**src/rtl/decoder_pipe_pkg.sv**
```systemverilog
// -----------------------------------------------------------------------------
// decoder_pipe_pkg
// Shared constants and types for the registered one-hot decoder.
//   MAX_ADDR_W / MAX_STAGES : upper bounds used by the parameter range checks
//   decode_mode_t           : meaning of the STICKY parameter (pulse/accumulate)
//   mode_from_param()       : maps the integer STICKY parameter onto the enum
// -----------------------------------------------------------------------------
package decoder_pipe_pkg;

  localparam int MAX_ADDR_W = 8;
  localparam int MAX_STAGES = 3;

  typedef enum logic {
    MODE_PULSE  = 1'b0,
    MODE_STICKY = 1'b1
  } decode_mode_t;

  function automatic decode_mode_t mode_from_param(input int sticky);
    if (sticky != 0) begin
      return MODE_STICKY;
    end else begin
      return MODE_PULSE;
    end
  endfunction

endpackage

```
**src/rtl/decoder_stage.sv**
```systemverilog
// -----------------------------------------------------------------------------
// decoder_stage
// One pipeline register of the decoder: decoded vector plus its valid bit,
// cleared asynchronously while i_rst_n is low.
// Ports:
//   i_clk   : clock, rising edge
//   i_rst_n : asynchronous active-low reset
//   i_d     : next value {valid, vector}
//   o_q     : registered value {valid, vector}
// -----------------------------------------------------------------------------
module decoder_stage
  import decoder_pipe_pkg::*;
#(
  parameter int W = 33
) (
  input  logic         i_clk,
  input  logic         i_rst_n,
  input  logic [W-1:0] i_d,
  output logic [W-1:0] o_q
);

  logic [W-1:0] r_q;

  // Stage register with asynchronous clear.
  always_ff @(posedge i_clk or negedge i_rst_n) begin
    if (!i_rst_n) begin
      r_q <= {W{1'b0}};
    end else begin
      r_q <= i_d;
    end
  end

  assign o_q = r_q;

endmodule

```
**src/rtl/decoder_pipe.sv**
```systemverilog
// -----------------------------------------------------------------------------
// decoder_pipe
// Registered ADDR_W -> NUM_OUT one-hot decoder with enable, STAGES register
// stages of latency and either pulse or sticky (accumulating) output.
// Out-of-range indices (in >= NUM_OUT) decode to nothing; they never alias.
// Optional build macro DECODER_PIPE_ERR_EN adds the err output (one-cycle
// flag for out-of-range requests, aligned with out) and a one-hot-or-zero
// assertion on out in pulse mode.
// Ports:
//   clk       : clock, rising edge
//   reset     : asynchronous active-low reset
//   enable    : request qualifier
//   in        : index to decode (unsigned)
//   clear     : sticky mode only, synchronous clear of accumulated bits
//   out       : one-hot (pulse) or accumulated (sticky) vector
//   out_valid : pulse: registered in-range request; sticky: OR of out
//   err       : (DECODER_PIPE_ERR_EN only) out-of-range request flag
// -----------------------------------------------------------------------------
module decoder_pipe
  import decoder_pipe_pkg::*;
#(
  parameter int ADDR_W  = 5,
  parameter int NUM_OUT = 32,
  parameter int STAGES  = 1,
  parameter int STICKY  = 0
) (
  input  logic               clk,
  input  logic               reset,
  input  logic               enable,
  input  logic [ADDR_W-1:0]  in,
  input  logic               clear,
  output logic [NUM_OUT-1:0] out,
  output logic               out_valid
`ifdef DECODER_PIPE_ERR_EN
  ,
  output logic               err
`endif
);

  localparam decode_mode_t MODE = mode_from_param(STICKY);
  localparam int           SW   = NUM_OUT + 1;

  if ((ADDR_W < 1) || (ADDR_W > MAX_ADDR_W)) begin : g_bad_addr_w
    $error("decoder_pipe: ADDR_W out of range");
  end
  if ((NUM_OUT < 2) || (NUM_OUT > (1 << ADDR_W))) begin : g_bad_num_out
    $error("decoder_pipe: NUM_OUT out of range");
  end
  if ((STAGES < 1) || (STAGES > MAX_STAGES)) begin : g_bad_stages
    $error("decoder_pipe: STAGES out of range");
  end
  if ((STICKY != 0) && (STICKY != 1)) begin : g_bad_sticky
    $error("decoder_pipe: STICKY must be 0 or 1");
  end

  logic [NUM_OUT-1:0] w_dec;
  logic               w_in_range;
  logic               w_req_vld;
  logic [SW-1:0]      w_first;
  logic [SW-1:0]      w_last;
  logic [SW-1:0]      w_final_d;
  logic [NUM_OUT-1:0] w_acc;
  logic [SW-1:0]      w_stage_d [STAGES];
  logic [SW-1:0]      w_stage_q [STAGES];

  // Combinational decode; codes at or above NUM_OUT match no output bit.
  always_comb begin
    w_dec = {NUM_OUT{1'b0}};
    for (int i = 0; i < NUM_OUT; i++) begin
      w_dec[i] = enable && (in == ADDR_W'(i));
    end
  end

  assign w_in_range = (32'(in) < 32'(NUM_OUT));
  assign w_req_vld  = enable & w_in_range;
  assign w_first    = {w_req_vld, w_dec};

  // Stage chain: stage 0 takes the decode, the last stage takes w_final_d
  // (pass-through in pulse mode, accumulate in sticky mode).
  for (genvar s = 0; s < STAGES; s++) begin : g_stage
    decoder_stage #(.W(SW)) u_stage (
      .i_clk   (clk),
      .i_rst_n (reset),
      .i_d     (w_stage_d[s]),
      .o_q     (w_stage_q[s])
    );
    if (s == STAGES - 1) begin : g_final_in
      assign w_stage_d[s] = w_final_d;
    end else if (s == 0) begin : g_first_in
      assign w_stage_d[s] = w_first;
    end else begin : g_mid_in
      assign w_stage_d[s] = w_stage_q[s-1];
    end
  end

  // Vector entering the final stage: combinational decode for a single stage.
  if (STAGES == 1) begin : g_last_comb
    assign w_last = w_first;
  end else begin : g_last_reg
    assign w_last = w_stage_q[STAGES-2];
  end

  // Final-stage next value; clear drops old bits but a same-cycle arrival
  // is still captured.
  always_comb begin
    w_acc     = {NUM_OUT{1'b0}};
    w_final_d = w_last;
    if (MODE == MODE_STICKY) begin
      if (clear) begin
        w_acc = w_last[NUM_OUT-1:0];
      end else begin
        w_acc = w_stage_q[STAGES-1][NUM_OUT-1:0] | w_last[NUM_OUT-1:0];
      end
      w_final_d = {|w_acc, w_acc};
    end else begin
      w_final_d = w_last;
    end
  end

  assign out       = w_stage_q[STAGES-1][NUM_OUT-1:0];
  assign out_valid = w_stage_q[STAGES-1][NUM_OUT];

`ifdef DECODER_PIPE_ERR_EN
  logic              w_err_raw;
  logic [STAGES-1:0] r_err_sr;

  assign w_err_raw = enable & ~w_in_range;

  if (STAGES == 1) begin : g_err_one
    // Out-of-range flag register, same latency as out.
    always_ff @(posedge clk or negedge reset) begin
      if (!reset) begin
        r_err_sr <= 1'b0;
      end else begin
        r_err_sr <= w_err_raw;
      end
    end
  end else begin : g_err_multi
    // Out-of-range flag shift register, same latency as out.
    always_ff @(posedge clk or negedge reset) begin
      if (!reset) begin
        r_err_sr <= {STAGES{1'b0}};
      end else begin
        r_err_sr <= {r_err_sr[STAGES-2:0], w_err_raw};
      end
    end
  end

  assign err = r_err_sr[STAGES-1];

  if (MODE == MODE_PULSE) begin : g_onehot_chk
    a_onehot0 : assert property (@(posedge clk) disable iff (!reset) $onehot0(out))
      else $error("decoder_pipe: pulse output has more than one bit set");
  end
`endif

endmodule

```
**config.mk**
```make
export PLATFORM = sky130hd
export DESIGN_NAME = decoder_pipe
export DESIGN_NICKNAME = d
export VERILOG_FILES = /design/src/rtl/decoder_pipe_pkg.sv /design/src/rtl/decoder_stage.sv /design/src/rtl/decoder_pipe.sv
export SDC_FILE = /design/constraint.sdc
export NUM_CORES = 1
export LEC_CHECK = 0
export ABC_AREA = 0
export BUFFER_PORTS_ARGS = -buffer_cell sky130_fd_sc_hd__buf_2
export CORE_ASPECT_RATIO = 0.8
export CORE_MARGIN = 1.5
export CORE_UTILIZATION = 46
export CTS_CLUSTER_DIAMETER = 60
export DETAILED_ROUTE_END_ITERATION = 10
export PLACE_DENSITY = 0.73
export SLEW_MARGIN = 20
export SYNTH_ARGS = -nofsm -noshare
export SYNTH_HDL_FRONTEND = slang
export SYNTH_SLANG_ARGS = --single-unit
```
**constraint.sdc**
```tcl
create_clock -name clk -period 0.8 [get_ports clk]
set_clock_uncertainty 0.2 [all_clocks]
set_input_delay 0.04 -clock clk [delete_from_list [all_inputs] [get_ports clk]]
set_output_delay 0.04 -clock clk [all_outputs]
set_load 0.02 [all_outputs]
```
* Word-level counts from Yosys, hierarchy flattened
Index checks and enable logic that the tools add are counted.
Word-level totals: output and inout bits 33, input port bits 9, bits in registers 33
Operators by class: reduce and logical (&&, ||, !) cells 33, equal/unequal tests 31
Operators by type and width (number):
- equality test 5 bit (second input constant) | 16
- equality test 5 x 4 -> 1 bit (second input constant) | 8
- logical AND 1 bit | 32
- equality test 5 x 3 -> 1 bit (second input constant) | 4
- equality test 5 x 2 -> 1 bit (second input constant) | 2
- equality test 5 x 1 -> 1 bit (second input constant) | 1
- zero test 5 bit | 1

* Depth between registers and ports, before layout
Gate-level depths: netlist of the first run.
depth after elaboration 2, depth in mapped cells 3

* By module
From an unflattened synthesis of the first run, not the netlist that was laid out.
Second synthesis, totals: cells, all modules 80, area, all modules 1056.0 um2
By module, submodules not included:
- decoder_stage | area an instance 825.8 um2, instances 1, cells an instance 33
- decoder_pipe | area an instance 230.2 um2, instances 1, cells an instance 47

* Least setup slack after synthesis of the first run
OpenSTA, ideal clock, no wires.
path kind input to register, start point input in[0], end point register g_stage[0].u_stage.r_q[0], required time 519 ps, stages on the path 3, arrival time 784 ps, path slack -265 ps, path buffers 1, setup time 81 ps, cells stage by stage buf_2 -> or4b_4 -> nor3_2
On the way: cells in the longest elaborated chain, start to end 2
RTL lines:
- start: declaration | RTL line decoder_pipe.sv:30 | input logic [ADDR_W-1:0] in,
- zero test 5 bit | RTL line decoder_pipe.sv:70 | w_dec[i] = enable && (in == ADDR_W'(i));
- logical AND 1 bit | RTL line decoder_pipe.sv:70
- named net g_stage[0].u_stage.i_d[0] | RTL line decoder_stage.sv:18 | input logic [W-1:0] i_d,
- end signal: assignment | RTL line decoder_stage.sv:27 | r_q <= {W{1'b0}};
- end signal: assignment | RTL line decoder_stage.sv:29 | r_q <= i_d;
- end: declaration | RTL line decoder_stage.sv:22 | logic [W-1:0] r_q;
The timed path passes the listed nets, and every way through them passes these cells.

* Worst setup path in the final report of the first run
start point register g_stage[0].u_stage.r_q[1], end point output out[1]
RTL lines:
- end: declaration | RTL line decoder_pipe.sv:32 | output logic [NUM_OUT-1:0] out,
No word-level cell between the ends.

==> results of run 1 <==
==> metal layers <==
| layer | routed length, µm | GRT usage (%) |
|---|---|---|
| met1 | 976 | 25.5 |
| met2 | 1130 | 28.2 |
| met3 | 129 | 5.90 |
| met4 | 57 | 14.0 |
| met5 | 0 | 0 |
==> logic make-up (layout without fill, tap and decap cells) <==
group	count (synthesis)	after routing	synth area share, %
AND/OR/NAND/NOR	46	46	22.6
buffers and inverters	4	59	2.17
flip-flops	33	33	75.3
==> stage by stage <==
step                worst slack [ns]  TNS (ns)  std cells  util (%)
global route                  -0.345    -10.27        163      77.4
CTS                           -0.301     -9.35        163      77.4
finish                        -0.318     -9.13        163      77.4
detailed placement            -0.309     -5.18        155      65.1
floorplan                     -0.255     -1.09         83         -
global placement              -0.283     -4.54        155      65.1
==> power groups by stage <==
stage	combinational (mW)	sequential [mW]	clock [mW]
after global routing	0.297	1.69	1.00
after CTS	0.272	1.69	0.918
after detailed placement	0.247	1.72	0
after floorplan	0.105	1.75	0
after global placement	0.240	1.72	0
final	0.273	1.69	0.912
==> how the worst max path moves through the flow <==
stage | endpoint | from | cells after the start
2_1_floorplan | g_stage[0].u_stage.o_q[0] | in[1] | 3
3_3_place_gp | g_stage[0].u_stage.o_q[0] | in[4] | 3
3_5_place_dp | g_stage[0].u_stage.o_q[0] | in[4] | 3
4_1_cts | out[16] | g_stage[0].u_stage.o_q[16] | 1
5_1_grt | out[1] | g_stage[0].u_stage.o_q[1] | 1
6_report | out[1] | g_stage[0].u_stage.o_q[1] | 1
==> cell usage in the layout (no fill, tap or decap), drive strengths merged <==
master | synthesis | routed
buf | 2 | 51
dfrtp | 33 | 33
nor2 | 24 | 24
nor3 | 8 | 8
clkbuf | 2 | 7
nand2b | 4 | 4
nand4b | 3 | 3
nand4bb | 3 | 3
nand2 | 2 | 2
or4b | 1 | 1
nand4 | 1 | 1
dlygate4sd3 | 0 | 1
==> area by class of cell <==
class	instances	area, µm²
fill	137	495
clock buffer	7	55.1
sequential	33	826
multi-input combinational	46	264
timing repair buffer	52	524
tap	25	31.3
==> what timing repair did <==
| action | CTS | global route |
|---|---|---|
| resized for setup | 66 | 0 |
| endpoints found under the hold margin | 63 | 63 |
| pin swaps | 0 | 0 |
| setup endpoints to repair | 33 | 33 |
==> metrics.md, run 1 <==
| Metric | Value |
|---|---|
| Setup-failing EPs final | 33 |
| Setup WS post-layout | -0.318 ns |
| GR Util All Layers | between 10% and 20% |
| Rows | 15 |
| Max-cap violations | 0 |
| Worst hold path class | input pin to flop |
| Initial Utilization | around 50% |
| Syn_nets | 92 |
| Clock share of power | 31.7% |
| Antenna cells | 0 |
| P_sw | 657 µW |
| Largest register FFs | 33 |
| Critical Path Start Type | flop |
| Max rail drop VDD | ~0.0015 V |
| Initial antenna violation count | 0 |
| Most numerous cell in the Yosys netlist | dfrtp_1 |
| Via Count | between 800 and 900 |
| Ranking of synthesized cells by area | dfrtp_1 75%, nor2_1 8.2%, nor3_1 3.2%, nand4bb_1 3.1%, nand4b_1 2.4% |
| Reg power frac | around three fifths |
| Vias in the first global route | ~770 |
| Crit path DAT | 0.88 ns |
| Pin count of the biggest net entering global routing | 34 |
| Post-synthesis average cell area | approximately 13 µm² |
| Fin crit share | 140% |
| ANT nets after route | 0 |
| Failing checks | hold timing, setup timing |
| CP Cell Sequence | buf_6 |
| Status | finished with violations |
| Die height | 46.7 µm |
| Area growth syn-to-layout | 55.0% |
| Maximum clock frequency | 0.894 GHz |
| CTS Hold Buffers Added | 1 |
| Worst slew pin tran | 0.213 ns |
| Gate power share | a little under a tenth |
| Nets | between 100 and 150 |
| Post-detail-place hpwl | around 1500 µm |
| Die Width | roughly 58 µm |
| Critical path class | flop to output port |
| Hold Path End | g_stage[0].u_stage.o_q[32] |
| Mapped Cells | 83 |
| #FFs+latches synth | 33 |
| Drt via density | a little over 5 |
| First-pass DRT Iterations | 4 |
| WL per Instance | roughly 14 µm |
| Post-synth top area share | ~75% |
| IO Count | 42 |
| Distinct cells, synth | 13 |
| CP max FO | 1 |
| Top delay family on crit path | flip-flops |
| Async SR Flop Fraction | between 90% and 100% |
| Max-slew headroom | a little under nine tenths |
| Internal | 2.22 mW |
| Count of pins over their slew limit | 0 |
| CTS tree | built |
| WHS | -0.216 ns |
| Area after DPL | around 0.0014 mm² |
| Clock sinks | 33 |
| DRC viols | 0 |
| Post-Route WL | roughly 2300 µm |
| Sw frac | between 20% and 30% |
| Total leakage power | 0.852 nW |
| CTS max path bufs | 2 |
| Final Hold Viols | 54 |
| Nature of the critical path endpoint | output port |
| Die footprint | roughly 0.0027 mm² |
| Worst hold start | enable |
| Bufs and invs on worst path | 1 |
| Crit path time final | around 1.1 ns |
| Slowest cell on crit path | dfrtp_1 |
| Drt initial violations | 23 |
| Post-Syn Area | roughly 0.0011 mm² |
| Clock H-tree levels | 2 |
| Pwr Density | between 1500 and 2000 mW/mm² |
| Req. time, crit path | approximately 0.56 ns |
| Synth cell count leaders | 33 x dfrtp_1, 24 x nor2_1, 7 x nor3_1, 4 x nand2b_1 |
| Worst-path clk slew | about 0.09 ns |
| Core Footprint | between 0.002 and 0.0025 mm² |
| Post-synth top area cell | dfrtp_1 |
| Synth Flop Type | dfrtp_1 |
| Grt total ovfl | 0 |
| CP max stage delay | around 0.41 ns |
| Total CTS buffers | 5 |
| Layout cells sized above 1 | a little over two fifths |
| EDFF count, synth | 0 |
| Synthesis Warnings | 0 |
| WHS Path Cells | 2 |
| Final Power | 2.88 mW |
| Setup bufs post-CTS | 0 |
| Register area share after synthesis | 75.3% |
| Wire length of the first global-routing pass | roughly 3600 µm |
| Design Area, Final | ~0.0017 mm² |
| Final Wtd Congestion | approximately 0.72 |
| RSZ-0062 raised after global routing | true |
| I/O Buffers | 40 |
| Root buffer cell | clkbuf_4 |
Power figures use the tool's default switching activity.
==> inputs of run 2 (changes only) <==
--- a/config.mk
+++ b/config.mk
@@ -7,12 +7,13 @@
 export LEC_CHECK = 0
 export ABC_AREA = 0
 export BUFFER_PORTS_ARGS = -buffer_cell sky130_fd_sc_hd__buf_2
+export CAP_MARGIN = 20
 export CORE_ASPECT_RATIO = 0.8
 export CORE_MARGIN = 1.5
 export CORE_UTILIZATION = 46
 export CTS_CLUSTER_DIAMETER = 60
 export DETAILED_ROUTE_END_ITERATION = 10
-export PLACE_DENSITY = 0.73
+export PLACE_DENSITY = 0.76
 export SLEW_MARGIN = 20
 export SYNTH_ARGS = -nofsm -noshare
 export SYNTH_HDL_FRONTEND = slang
==> run 2 against run 1 <==
Compared with the run above: core utilization fell by 0.34 points; via count increased by 1.4%; largest power group unchanged; combinational power about the same; clock power increased by 0.8%; the flow still finishes with violations (hold timing, setup timing); highest routed layer unchanged; first-iteration DRC count is 22% lower; sequential share of layout area up 0.22 points; count of clock-buffer cells in the layout unchanged; sequential power is essentially flat; global-route usage rose by 2.1 points; worst hold slack improved by 0.0018 ns; wire length up 10%; largest cell class unchanged; final cell count shrank 0.61%.
==> metrics.md, run 2 (same netlist as run 1, synthesis figures left out) <==
| Metric | Value |
|---|---|
| Drt initial violations | 18 |
| Worst hold path class | input pin to flop |
| CTS tree | built |
| Clock H-tree levels | 2 |
| Drt via density | between 5 and 6 |
| Critical path class | flop to output port |
| WHS | -0.214 ns |
| CP startpoint | g_stage[0].u_stage.o_q[28] |
| Fin crit share | 138% |
| CP Cell Sequence | buf_6 |
| Gate power share | under 10% |
| Top delay family on crit path | flip-flops |
| Reg power frac | 58.6% |
| IO Count | 42 |
| Placed Cells incl. Taps | 154 |
| Sw frac | a little under a quarter |
| Vias in the first global route | 871 |
| Worst path depth | 1 |
| Critical Path Start Type | flop |
| Max-slew headroom | 86.6% |
| Die height | roughly 47 µm |
| Max rail drop VDD | ~0.0014 V |
| I/O Buffers | 40 |
| DRC viols | 0 |
| Die Width | ~58 µm |
| Final cell count without fillers | roughly 160 |
| Grt total ovfl | 0 |
| WL per Instance | around 16 µm |
| WHS Path Cells | 2 |
| Final Hold Viols | 60 |
| Most frequent cells in the layout | 33 x dfrtp_1, 33 x buf_6, 24 x nor2_1, 8 x buf_4 |
| Nets | between 100 and 150 |
| Nature of the critical path endpoint | output port |
| Pwr Density | 1710 mW/mm² |
| Post-detail-place hpwl | about 1600 µm |
| Clock share of power | 31.8% |
| CTS max path bufs | 2 |
| Area growth syn-to-layout | 54.3% |
| Die footprint | between 0.002 and 0.003 mm² |
| Status | finished with violations |
| Rows | 15 |
| FILL cells | 126 |
| Core Footprint | 0.00220 mm² |
| Maximum clock frequency | around 0.9 GHz |
| P_sw | about 670 µW |
| Area after DPL | 0.00142 mm² |
| Initial antenna violation count | 0 |
| GR Util All Layers | 21.6% |
| Pre-CTS setup slack | -0.336 ns |
| Bufs and invs on worst path | 1 |
| Design Area, Final | roughly 0.0017 mm² |
| ANT nets after route | 0 |
| Clock sinks | 33 |
| Final Util | 77.1% |
| RSZ-0062 raised after global routing | true |
| CP Capture Point | out[28] |
| Largest register FFs | 33 |
| Pin count of the biggest net entering global routing | 34 |
| Crit path DAT | ~0.86 ns |
| Worst-path clk slew | approximately 0.090 ns |
| Wire length of the first global-routing pass | 3970 µm |
| Slowest cell on crit path | dfrtp_1 |
| Setup WS post-layout | -0.301 ns |
| Internal | between 2 and 2.5 mW |
| Root buffer cell | clkbuf_4 |
| Total CTS buffers | 5 |
| First-pass DRT Iterations | 4 |
| Post-Route WL | 2520 µm |
| CTS Hold Buffers Added | 1 |
| Failing checks | hold timing, setup timing |
| Final Power | 2.89 mW |
| Req. time, crit path | 0.56 ns |
| Max-cap violations | 0 |
| Initial Utilization | 50.0% |
| Crit path time final | about 1.1 ns |
| CP max FO | 1 |
| Via Count | approximately 850 |
| Total leakage power | between 0.8 and 0.9 nW |
| Antenna cells | 0 |
| Worst slew pin tran | 0.199 ns |
| Layout cells sized above 1 | approximately 43% |
| Final Wtd Congestion | 0.794 |
| CP max stage delay | between 0.3 and 0.4 ns |
| Count of pins over their slew limit | 0 |
| Setup-failing EPs final | 33 |
run 2: final cells by class:
type	instances	area, µm²	share of cell area (%)
Sequential cell	33	826	48.8
Timing Repair Buffer	51	517	30.5
Multi-Input combinational cell	46	264	15.6
Clock buffer	7	55.1	3.25
Tap cell	25	31.3	1.85
run 2: metal layers:
metal	GRT usage, %	share of wire, %	vias up
li1	-	-	382
met1	25.1	37	413
met2	34.3	52	43
met3	8.43	8.4	7
met4	13.5	2.3	0
met5	0	0	-
run 2: worst min path at each step:
| stage | startpoint | end | slack, ns |
|---|---|---|---|
| 3_5_place_dp | reset | g_stage[0].u_stage.o_q[12] | -0.19 |
| 5_1_grt | enable | g_stage[0].u_stage.o_q[32] | -0.23 |
| 3_3_place_gp | reset | g_stage[0].u_stage.o_q[9] | -0.20 |
| 4_1_cts | enable | g_stage[0].u_stage.o_q[32] | -0.22 |
| 2_1_floorplan | reset | g_stage[0].u_stage.o_q[0] | -0.46 |
| 6_report | enable | g_stage[0].u_stage.o_q[32] | -0.21 |
run 2: repair_timing:
| action | in CTS | in global routing |
|---|---|---|
| buffers inserted | 0 | 0 |
| hold endpoints to repair | 60 | 28 |
| endpoints found under the setup margin | 33 | 33 |
| resized for setup | 66 | 0 |
run 2: power groups by stage:
| stage | logic (mW) | clock network, mW | registers, mW |
|---|---|---|---|
| global route | 0.297 | 1.03 | 1.70 |
| finish | 0.276 | 0.919 | 1.69 |
| CTS | 0.269 | 0.933 | 1.69 |
| detailed placement | 0.245 | 0 | 1.72 |
| global placement | 0.236 | 0 | 1.72 |
| floorplan | 0.105 | 0 | 1.75 |
run 2: per-stage QoR:
stage,TNS (ns),hold slack [ns]
2_1_floorplan,-1.09,-0.456
3_3_place_gp,-4.38,-0.199
3_5_place_dp,-5.33,-0.194
4_1_cts,-9.52,-0.221
5_1_grt,-10.50,-0.230
6_report,-9.31,-0.214
==> inputs of run 3 (changes only) <==
--- a/config.mk
+++ b/config.mk
@@ -13,6 +13,7 @@
 export CORE_UTILIZATION = 46
 export CTS_CLUSTER_DIAMETER = 60
 export DETAILED_ROUTE_END_ITERATION = 10
+export MAX_ROUTING_LAYER = met4
 export PLACE_DENSITY = 0.76
 export SLEW_MARGIN = 20
 export SYNTH_ARGS = -nofsm -noshare
==> run 3 against run 2 <==
Compared with the run above: the run still ends with hold timing, setup timing left; die area did not move; sequential share of layout area did not move; clock power rose by 0.4%; largest power group unchanged.
==> metrics.md, run 3 (same netlist as run 1, synthesis figures left out) <==
| Metric | Value |
|---|---|
| Initial antenna violation count | 0 |
| IO Count | 42 |
| Die footprint | between 0.002 and 0.003 mm² |
| Worst slew pin tran | approximately 0.21 ns |
| Multi-input logic area | between 200 and 300 µm² |
| Pwr Density | 1710 mW/mm² |
| CTS Hold Buffers Added | 1 |
| Crit path DAT | around 0.86 ns |
| Status | finished with violations |
| Setup WS post-layout | -0.302 ns |
| WHS | -0.215 ns |
| I/O Buffers | 40 |
| Critical path class | flop to output port |
| Crit path time final | 1.10 ns |
| Drt via density | about 5.2 |
| CTS tree | built |
| Bufs and invs on worst path | 1 |
| CP max FO | 1 |
| First-pass DRT Iterations | 4 |
| Clock sinks | 33 |
| Total leakage power | ~0.85 nW |
| Layout cells sized above 1 | 43.1% |
| Max rail drop VDD | 0.00138 V |
| Wire length of the first global-routing pass | around 4000 µm |
| Final Util | 77.1% |
| Most frequent cells in the layout | 33 x dfrtp_1, 33 x buf_6, 24 x nor2_1, 8 x buf_4 |
| Final Hold Viols | 60 |
| Area growth syn-to-layout | 54.3% |
| GR Util All Layers | 22.4% |
| Nets | roughly 150 |
| Worst hold path class | input pin to flop |
| Setup TNS | -9.34 ns |
| Post-Route WL | 2510 µm |
| Core Footprint | approximately 0.0022 mm² |
| Pin count of the biggest net entering global routing | 34 |
| Fin crit share | 138% |
| Largest register FFs | 33 |
| ANT nets after route | 0 |
| Max-cap violations | 0 |
| Count of pins over their slew limit | 0 |
| Failing checks | hold timing, setup timing |
| Final cell count without fillers | 162 |
| Max-slew headroom | a little under nine tenths |
| CP Cell Sequence | buf_6 |
| Total CTS buffers | 5 |
| Top delay family on crit path | flip-flops |
| Die Width | 57.6 µm |
| Rows | 15 |
| CP max stage delay | 0.40 ns |
| Vias in the first global route | a little under 900 |
| FILL cells | ~130 |
| DRC viols | 0 |
| Placed Cells incl. Taps | about 150 |
| Critical Path Start Type | flop |
| RSZ-0062 raised after global routing | true |
| Grt total ovfl | 0 |
| Req. time, crit path | ~0.56 ns |
| Setup-failing EPs final | 33 |
| Register area | between 800 and 900 µm² |
| Via Count | 845 |
| Post-detail-place hpwl | 1620 µm |
| Worst-path clk slew | approximately 0.090 ns |
| Final Wtd Congestion | 0.806 |
| Maximum clock frequency | 0.907 GHz |
| Antenna cells | 0 |
| Root buffer cell | clkbuf_4 |
| Final Power | 2.89 mW |
| Initial Utilization | 50.0% |
| CTS max path bufs | 2 |
| Slowest cell on crit path | dfrtp_1 |
| Clock H-tree levels | 2 |
| Nature of the critical path endpoint | output port |
| WL per Instance | 15.5 µm |
| Die height | approximately 47 µm |
| Drt initial violations | 19 |
-- run 3: cell counts in the layout (fill, tap and decap cells not counted) --
No cell type changed its count.
-- run 3: metal layers --
layer  vias up  track usage [%]  wire (µm)
li1        380                -          -
met1       410             25.7        911
met2        48             34.1       1310
met3         7             8.43        224
met4         0             13.5         58
met5         -                -          0
-- run 3: timing repair --
| action | 4_1_cts | 5_1_grt |
|---|---|---|
| endpoints found under the hold margin | 60 | 28 |
| endpoints found under the setup margin | 33 | 33 |
| buffers inserted | 0 | 0 |
| pin swaps | 0 | 0 |
| resized for setup | 66 | 0 |
-- run 3: final timing paths --
| path | from | end | slack [ns] | cells after the start |
|---|---|---|---|---|
| worst max-delay path | g_stage[0].u_stage.o_q[28] | out[28] | -0.30 | 1 |
| worst min-delay path | enable | g_stage[0].u_stage.o_q[32] | -0.22 | 2 |
| max in group asynchronous | reset | g_stage[0].u_stage.o_q[25] | 0.25 | 3 |
| min in group asynchronous | reset | g_stage[0].u_stage.o_q[9] | -0.01 | 3 |
-- run 3: final cells by class --
class	count	share of cell area (%)
sequential	33	48.8
timing repair buffer	51	30.5
multi-input combinational	46	15.6
clock buffer	7	3.25
tap	25	1.85
-- run 3: stage by stage --
step                hold WS (ns)  worst slack, ns  area [µm²]
detailed placement        -0.194           -0.336        1420
floorplan                 -0.456           -0.255        1170
CTS                       -0.221           -0.306        1690
global placement          -0.199           -0.282        1420
global route              -0.228           -0.335        1690
finish                    -0.215           -0.302        1690
-- run 3: power by group --
group	switching (mW)	total [mW]	internal [mW]	leakage [nW]
logic	0.156	0.275	0.119	0.359
clock network	0.509	0.923	0.414	0.0314
registers	0.00886	1.69	1.68	0.457
total	0.674	2.89	2.22	0.847
